## src/rtl/cd_reload_counter_pkg.sv

```systemverilog
// -----------------------------------------------------------------------------
// cd_reload_counter_pkg
// Shared constants and helpers for the nibble-sliced counter family (the up
// counters and cd_reload_counter).
//   NIBBLE_W      : width of one counter slice (4 bits)
//   counter_width : full counter width for a given number of slices
// -----------------------------------------------------------------------------
package cd_reload_counter_pkg;

    localparam int NIBBLE_W = 4;

    function automatic int counter_width(input int nibbles);
        return NIBBLE_W * nibbles;
    endfunction

endpackage

```

## src/rtl/cd_reload_counter_slice.sv

```systemverilog
// -----------------------------------------------------------------------------
// cd4_slice
// One 4-bit down-counting slice with synchronous load and CE/TC/CEO chaining.
// Ports:
//   CLK  in  clock, rising edge
//   R    in  asynchronous active-high reset (count -> 0)
//   CE   in  count enable; decrement (0 wraps to F) when high and L low
//   L    in  synchronous load of D; wins over CE
//   D    in  [3:0] load value
//   Q    out [3:0] registered count
//   TC   out terminal count, Q == 0
//   CEO  out cascade enable, TC & CE
// -----------------------------------------------------------------------------
module cd4_slice
    import cd_reload_counter_pkg::*;
(
    input  logic                CLK,
    input  logic                R,
    input  logic                CE,
    input  logic                L,
    input  logic [NIBBLE_W-1:0] D,
    output logic [NIBBLE_W-1:0] Q,
    output logic                TC,
    output logic                CEO
);

    logic [NIBBLE_W-1:0] r_q;

    always_ff @(posedge CLK or posedge R) begin
        if (R) begin
            r_q <= '0;
        end else if (L) begin
            r_q <= D;
        end else if (CE) begin
            // Unsigned subtraction wraps 0 -> F, which is the borrow into
            // this slice from the chain below.
            r_q <= r_q - NIBBLE_W'(1);
        end
    end

    assign Q   = r_q;
    assign TC  = (r_q == '0);
    assign CEO = TC & CE;

endmodule

```

## src/rtl/cd_reload_counter.sv

```systemverilog
// -----------------------------------------------------------------------------
// cd_reload_counter
// Loadable, cascadable down counter with optional auto-reload of the last
// loaded period. Built from NIBBLES cd4_slice instances joined by the
// CE -> CEO ripple chain.
// Parameters:
//   NIBBLES  number of 4-bit slices (>= 1); width W = 4*NIBBLES
// Ports:
//   CLK  in  clock, rising edge
//   R    in  asynchronous active-high reset (Q = 0, P = 0)
//   CE   in  count enable
//   L    in  synchronous load of D into count and period register
//   D    in  [W-1:0] load value
//   RLD  in  auto-reload enable, only its value at the zero/CE edge matters
//   Q    out [W-1:0] registered count
//   TC   out terminal count, Q == 0
//   CEO  out cascade enable, TC & CE (CEO of the last slice)
// -----------------------------------------------------------------------------
module cd_reload_counter
    import cd_reload_counter_pkg::*;
#(
    parameter int NIBBLES = 4
) (
    input  logic                              CLK,
    input  logic                              R,
    input  logic                              CE,
    input  logic                              L,
    input  logic [counter_width(NIBBLES)-1:0] D,
    input  logic                              RLD,
    output logic [counter_width(NIBBLES)-1:0] Q,
    output logic                              TC,
    output logic                              CEO
);

    localparam int W = counter_width(NIBBLES);

    // Period register: written only by L (and cleared by R); reload reads it
    // but never modifies it.
    logic [W-1:0]       r_period;
    logic [NIBBLES:0]   w_ce_chain;
    logic [NIBBLES-1:0] w_tc;
    logic               w_tc_all;
    logic               w_load;
    logic [W-1:0]       w_load_val;

    always_ff @(posedge CLK or posedge R) begin
        if (R) begin
            r_period <= '0;
        end else if (L) begin
            r_period <= D;
        end
    end

    assign w_tc_all = &w_tc;

    // One global load strobe covers both explicit load and auto-reload, so
    // every slice takes its nibble of the selected value on the same edge.
    // L has priority, so the data mux selects D whenever L is high.
    assign w_load     = L | (CE & RLD & w_tc_all);
    assign w_load_val = L ? D : r_period;

    assign w_ce_chain[0] = CE;

    for (genvar k = 0; k < NIBBLES; k++) begin : g_slice
        cd4_slice u_slice (
            .CLK (CLK),
            .R   (R),
            .CE  (w_ce_chain[k]),
            .L   (w_load),
            .D   (w_load_val[k*NIBBLE_W +: NIBBLE_W]),
            .Q   (Q[k*NIBBLE_W +: NIBBLE_W]),
            .TC  (w_tc[k]),
            .CEO (w_ce_chain[k+1])
        );
    end

    assign TC  = w_tc_all;
    assign CEO = w_ce_chain[NIBBLES];

endmodule

```

## config.mk

```make
export PLATFORM = sky130hd
export DESIGN_NAME = cd_reload_counter
export DESIGN_NICKNAME = d
export VERILOG_FILES = /design/src/rtl/cd_reload_counter_pkg.sv /design/src/rtl/cd_reload_counter_slice.sv /design/src/rtl/cd_reload_counter.sv
export SDC_FILE = /design/constraint.sdc
export NUM_CORES = 1
export LEC_CHECK = 0
export ABC_AREA = 1
export ABC_CLOCK_PERIOD_IN_PS = 2690
export CORE_MARGIN = 2
export CORE_UTILIZATION = 49
export DETAILED_ROUTE_END_ITERATION = 12
export PLACE_DENSITY = 0.79
export SYNTH_ARGS = -nofsm -noshare
export SYNTH_HDL_FRONTEND = slang
export SYNTH_HIERARCHICAL = 1
export SYNTH_SLANG_ARGS = --single-unit
export TNS_END_PERCENT = 1
```

## constraint.sdc

```tcl
create_clock -name CLK -period 2.69 [get_ports CLK]
set_clock_uncertainty 0.05 [all_clocks]
set_input_delay 0.6725 -clock CLK [delete_from_list [all_inputs] [get_ports CLK]]
set_output_delay 0.6725 -clock CLK [all_outputs]
set_load 0.02 [all_outputs]
```

# Word level (Yosys, flattened, before mapping)
# Index checks and enable logic that the tools add are counted.
# word_totals
ff_bits	32
input_bits	21
output_inout_bits	18
wordCells	34
# op_classes
mux	9
n_addsub	4
reduce_logical	9
n_bitwise	7
# ops
operator	n
$mux W4	8
$logic_not A4 Y1	4
$mux W16	1
$sub A4 B1 Y4 const B	4
$reduce_bool A2 Y1	4
$and A1 B1 Y1	6
$reduce_and A4 Y1	1
$or A1 B1 Y1	1

# Logic depth before layout (Yosys ltp)
# depth
word_depth	6
depth_mapped	12
depth_no_buf	12

# Cells and area by module
# The synthesis kept the hierarchy.
# by_module_without_submodules
mod	seq_area_each_um2	cells_each	n_inst	area_per_inst_um2
cd4_slice	100.1	36	4	247.7
cd_reload_counter	400.4	76	1	669.4

# Worst setup path after synthesis
# Ideal clock, no wire load.
# synth_timing
path_type	reg2out
start	reg g_slice[0].u_slice.r_q[0]
end	out CEO
arrival_time_ps	2434
t_required_ps	1967
n_path_buf	0
stages_incl_launch_ff	11
setup_slack_ps	-466
cell_sequence	dfrtp_1 > inv_1 > ha_1 > inv_1 > nor4_1 > inv_1 > nor4_1 > inv_1 > nor4_1 > inv_1 > nor4_1
# synth_between
elab_chain_len	5
# synth_lines
item	line	rtl
start, declared	cd_reload_counter_slice.sv:27	logic [NIBBLE_W-1:0] r_q;
start signal, assigned	cd_reload_counter_slice.sv:37	r_q <= r_q - NIBBLE_W'(1);
$logic_not A4 Y1	cd_reload_counter_slice.sv:42	assign TC = (r_q == '0);
$and A1 B1 Y1	cd_reload_counter_slice.sv:43	assign CEO = TC & CE;
named net w_ce_chain[1]	cd_reload_counter.sv:40	logic [NIBBLES:0] w_ce_chain;
$and A1 B1 Y1	cd_reload_counter_slice.sv:43	
named net w_ce_chain[2]	cd_reload_counter.sv:40	
$and A1 B1 Y1	cd_reload_counter_slice.sv:43	
named net w_ce_chain[3]	cd_reload_counter.sv:40	
$and A1 B1 Y1	cd_reload_counter_slice.sv:43	
end, declared	cd_reload_counter.sv:32	output logic CEO
# The timed path passes the listed nets, and every way through them passes these cells.

# Final worst setup path
# Ends and elaborated chain as after synthesis.

==> qor.csv <==
stage,metric,value,unit
status,status,finished with violations,
status,violations,setup timing,
finish,fillCellCount,271,
global_routing,grt_overflow_total,0,
worst_setup_path,critical_path_required,1.97,ns
timing,rsz0062_at_grt,true,
synthesis,yosysSeqAreaShare,48.2,%
cts,cts_sinks,32,
synthesis,synthXorXnorAreaFrac,2.11,%
job,max_cap_violations,0,
finish,seqCellArea,802,um2
cts,numCtsBuffers,5,
placed_design,gp_congestion,0.849,
floorplan,die_w,62.2,um
synthesis,syn-num-nets,245,
power,pwr_density_cell,556,nW/um2
synthesis,synth_fa_ha_area_share,3.01,%
placed_design,port_buffers,38,
cts,htree_levels,2,
finish,drive_gt1_share,18.3,%
floorplan,dieArea,3870,um2
cts,insertion_delay,0.33,ns
timing,fin_ws,-0.233,ns
floorplan,row_count,21,
synthesis,synth_cells,220,
finish,final_nets,314,
cts,ctsHoldBuffers,0,
worst_setup_path,path_class,reg2out,
timing,report.final.slew_viol_count,0,
synthesis,synth-simple-area-share,35.0,%
floorplan,coreArea,3280,um2
timing,tightest_slew,0.624,ns
synthesis,avgSynthCellArea,7.55,um2
power,leakagePower,0.00123,uW
finish,final_common_cell,nand2_1,
finish,multiInputGateArea,768,um2
routing,antenna_left,0,
global_routing,antenna_found_initial,0,
worst_setup_path,start_kind,flop,
global_routing,grt_pass1_vias,1535,
routing,wirelength,3990,um
floorplan,initial_core_util,50.6,%
synthesis,yosysUniqueCellTypes,15,
worst_setup_path,endpoint_kind,output pin,
routing,post_drt_wl_per_cell,11.9,um
finish,diodes,0,
cts,cts.clk_slew.worst_paths,0.10,ns
routing,post-route-drc-count,0,
synthesis,yosys-mux-area-fraction,0,%
finish,area_growth,43.8,%
worst_setup_path,rrSetupSlack,0.46,ns
global_routing,grtUsageTotal,22.6,%
timing,finalHoldViolations,0,
placed_design,placed_cells,321,
routing,routed_via_density,4.84,
floorplan,pin_count,39,
worst_setup_path,arrival,2.20,ns
finish,final_cell_mix,"nand2_1 (98), clkdlybuf4s50_1 (35), dfrtp_1 (31), buf_4 (28), inv_1 (23)",
synthesis,yosys_register_bits,32,
global_routing,grt_max_degree,18,
power,vdd_drop_max,0.000304,V
timing,fin_hold_ws,0.430,ns
placed_design,hpwl,2890,um
cts,clockBufferDepth,2,
timing,fin_crit_sh,109,%
timing,setup_viol,1,
synthesis,yosys_warnings,6,
worst_setup_path,critPathMaxFanout,2,
synthesis,synthesis.area,1660,um2
hold_path,hp-class,reg2reg,
finish,instances_no_fill,336,
timing,fmax,0.342,GHz
synthesis,synth-compound-area-share,1.81,%
cts,clockRootBuffer,clkbuf_4,
routing,drt_first_iter_violations,98,
timing,period_needed,2.92,ns
routing,vias,1626,
cts,cts_tree,built,
timing,relSlewSlack,58.3,%
global_routing,grt_pass1_wl,6910,um
floorplan,chipHeight,62.2,um
synthesis,synth_top_family_by_area,simple AND/OR/NAND/NOR gates,
routing,dr.pass1.iters,4,
==> metal layers <==
layer	part of all wire, %	track usage [%]	routed length (um)	vias to the layer above
met3	4.6	3.99	185	6
li1	-	-	-	821
met4	1.3	8.33	53	0
met5	0	0	0	-
met1	44	28.8	1760	753
met2	50	38.6	1990	46
==> critical path, cell delays in order, from the launching register on <==
cell	delay, ns
dfrtp_2	0.42
inv_2	0.08
ha_4	0.13
inv_2	0.04
nor4_4	0.25
inv_2	0.09
nor4_4	0.20
inv_2	0.09
nor4_4	0.17
inv_2	0.09
nor4_4	0.13
buf_4	0.18
==> kinds of logic (layout without fill, tap and decap cells) <==
family / count (synthesis) / after routing
flip-flops: 32 / 32
AND/OR/NAND/NOR: 142 / 142
buffers and inverters: 34 / 104
adder cells (fa/ha/maj): 4 / 4
XOR/XNOR: 4 / 4
AO/OA/AOI/OAI: 4 / 4
==> cell type report <==
class	instances	area share (%)
tap	46	2.41
clock buffer	8	2.46
sequential	32	33.6
inverter	31	5.19
multi-input combinational	154	32.2
timing repair buffer	65	24.2
==> path summary, 6_finish.rpt <==
kind	from	to	cells after the start
worst min-delay path	r_period[6]	r_period[6]	2
worst max-delay path	g_slice[0].u_slice/Q[0]	CEO	11
worst min register to register	r_period[6]	r_period[6]	2
worst max register to register	g_slice[1].u_slice/Q[0]	g_slice[3].u_slice/Q[3]	12
max in group asynchronous	R	r_period[15]	2
min in group asynchronous	R	g_slice[0].u_slice/Q[1]	2
==> per-stage QoR <==
step	setup slack, ns	TNS [ns]	cell area (um2)	util [%]	power (uW)
6_report	-0.233	-0.233	2390	72.7	1330
4_1_cts	-0.333	-0.333	2360	71.8	1320
2_1_floorplan	0.00893	0	1700	-	808
3_3_place_gp	-0.984	-0.984	2240	68.3	997
3_5_place_dp	-1.06	-1.07	2240	68.3	1010
5_1_grt	-0.413	-0.413	2390	72.7	1410
==> power breakdown <==
part           switching, uW  total (uW)  internal, uW
clock network            165         294           129
registers               40.6         577           536
logic                    238         456           218
==> sequential cells by signal, indices dropped and copies added, names as in the netlist <==
name / cells
g_slice.u_slice/Q: 16
r_period: 16
==> cell usage after synthesis <==
library cell	count	area, um2
a22oi_1	4	30.0
buf_6	1	11.3
buf_8	1	15.0
clkbuf_8	1	13.8
dfrtp_1	32	801
ha_1	4	50.1
inv_1	30	113
inv_8	1	11.3
nand2_1	98	368
nand2_2	3	18.8
nand3_1	20	100
nor2_1	13	48.8
nor3_1	4	20.0
nor4_1	4	25.0
xor2_1	4	35.0
==> what timing repair did <==
| item | 4_1_cts | 5_1_grt |
|---|---|---|
| buffers inserted | 4 | 3 |
| pin swaps | 5 | 3 |
| gates resized for setup | 17 | 5 |
| setup endpoints to repair | 2 | 2 |
Note: power is estimated with default switching activity, not from simulation.
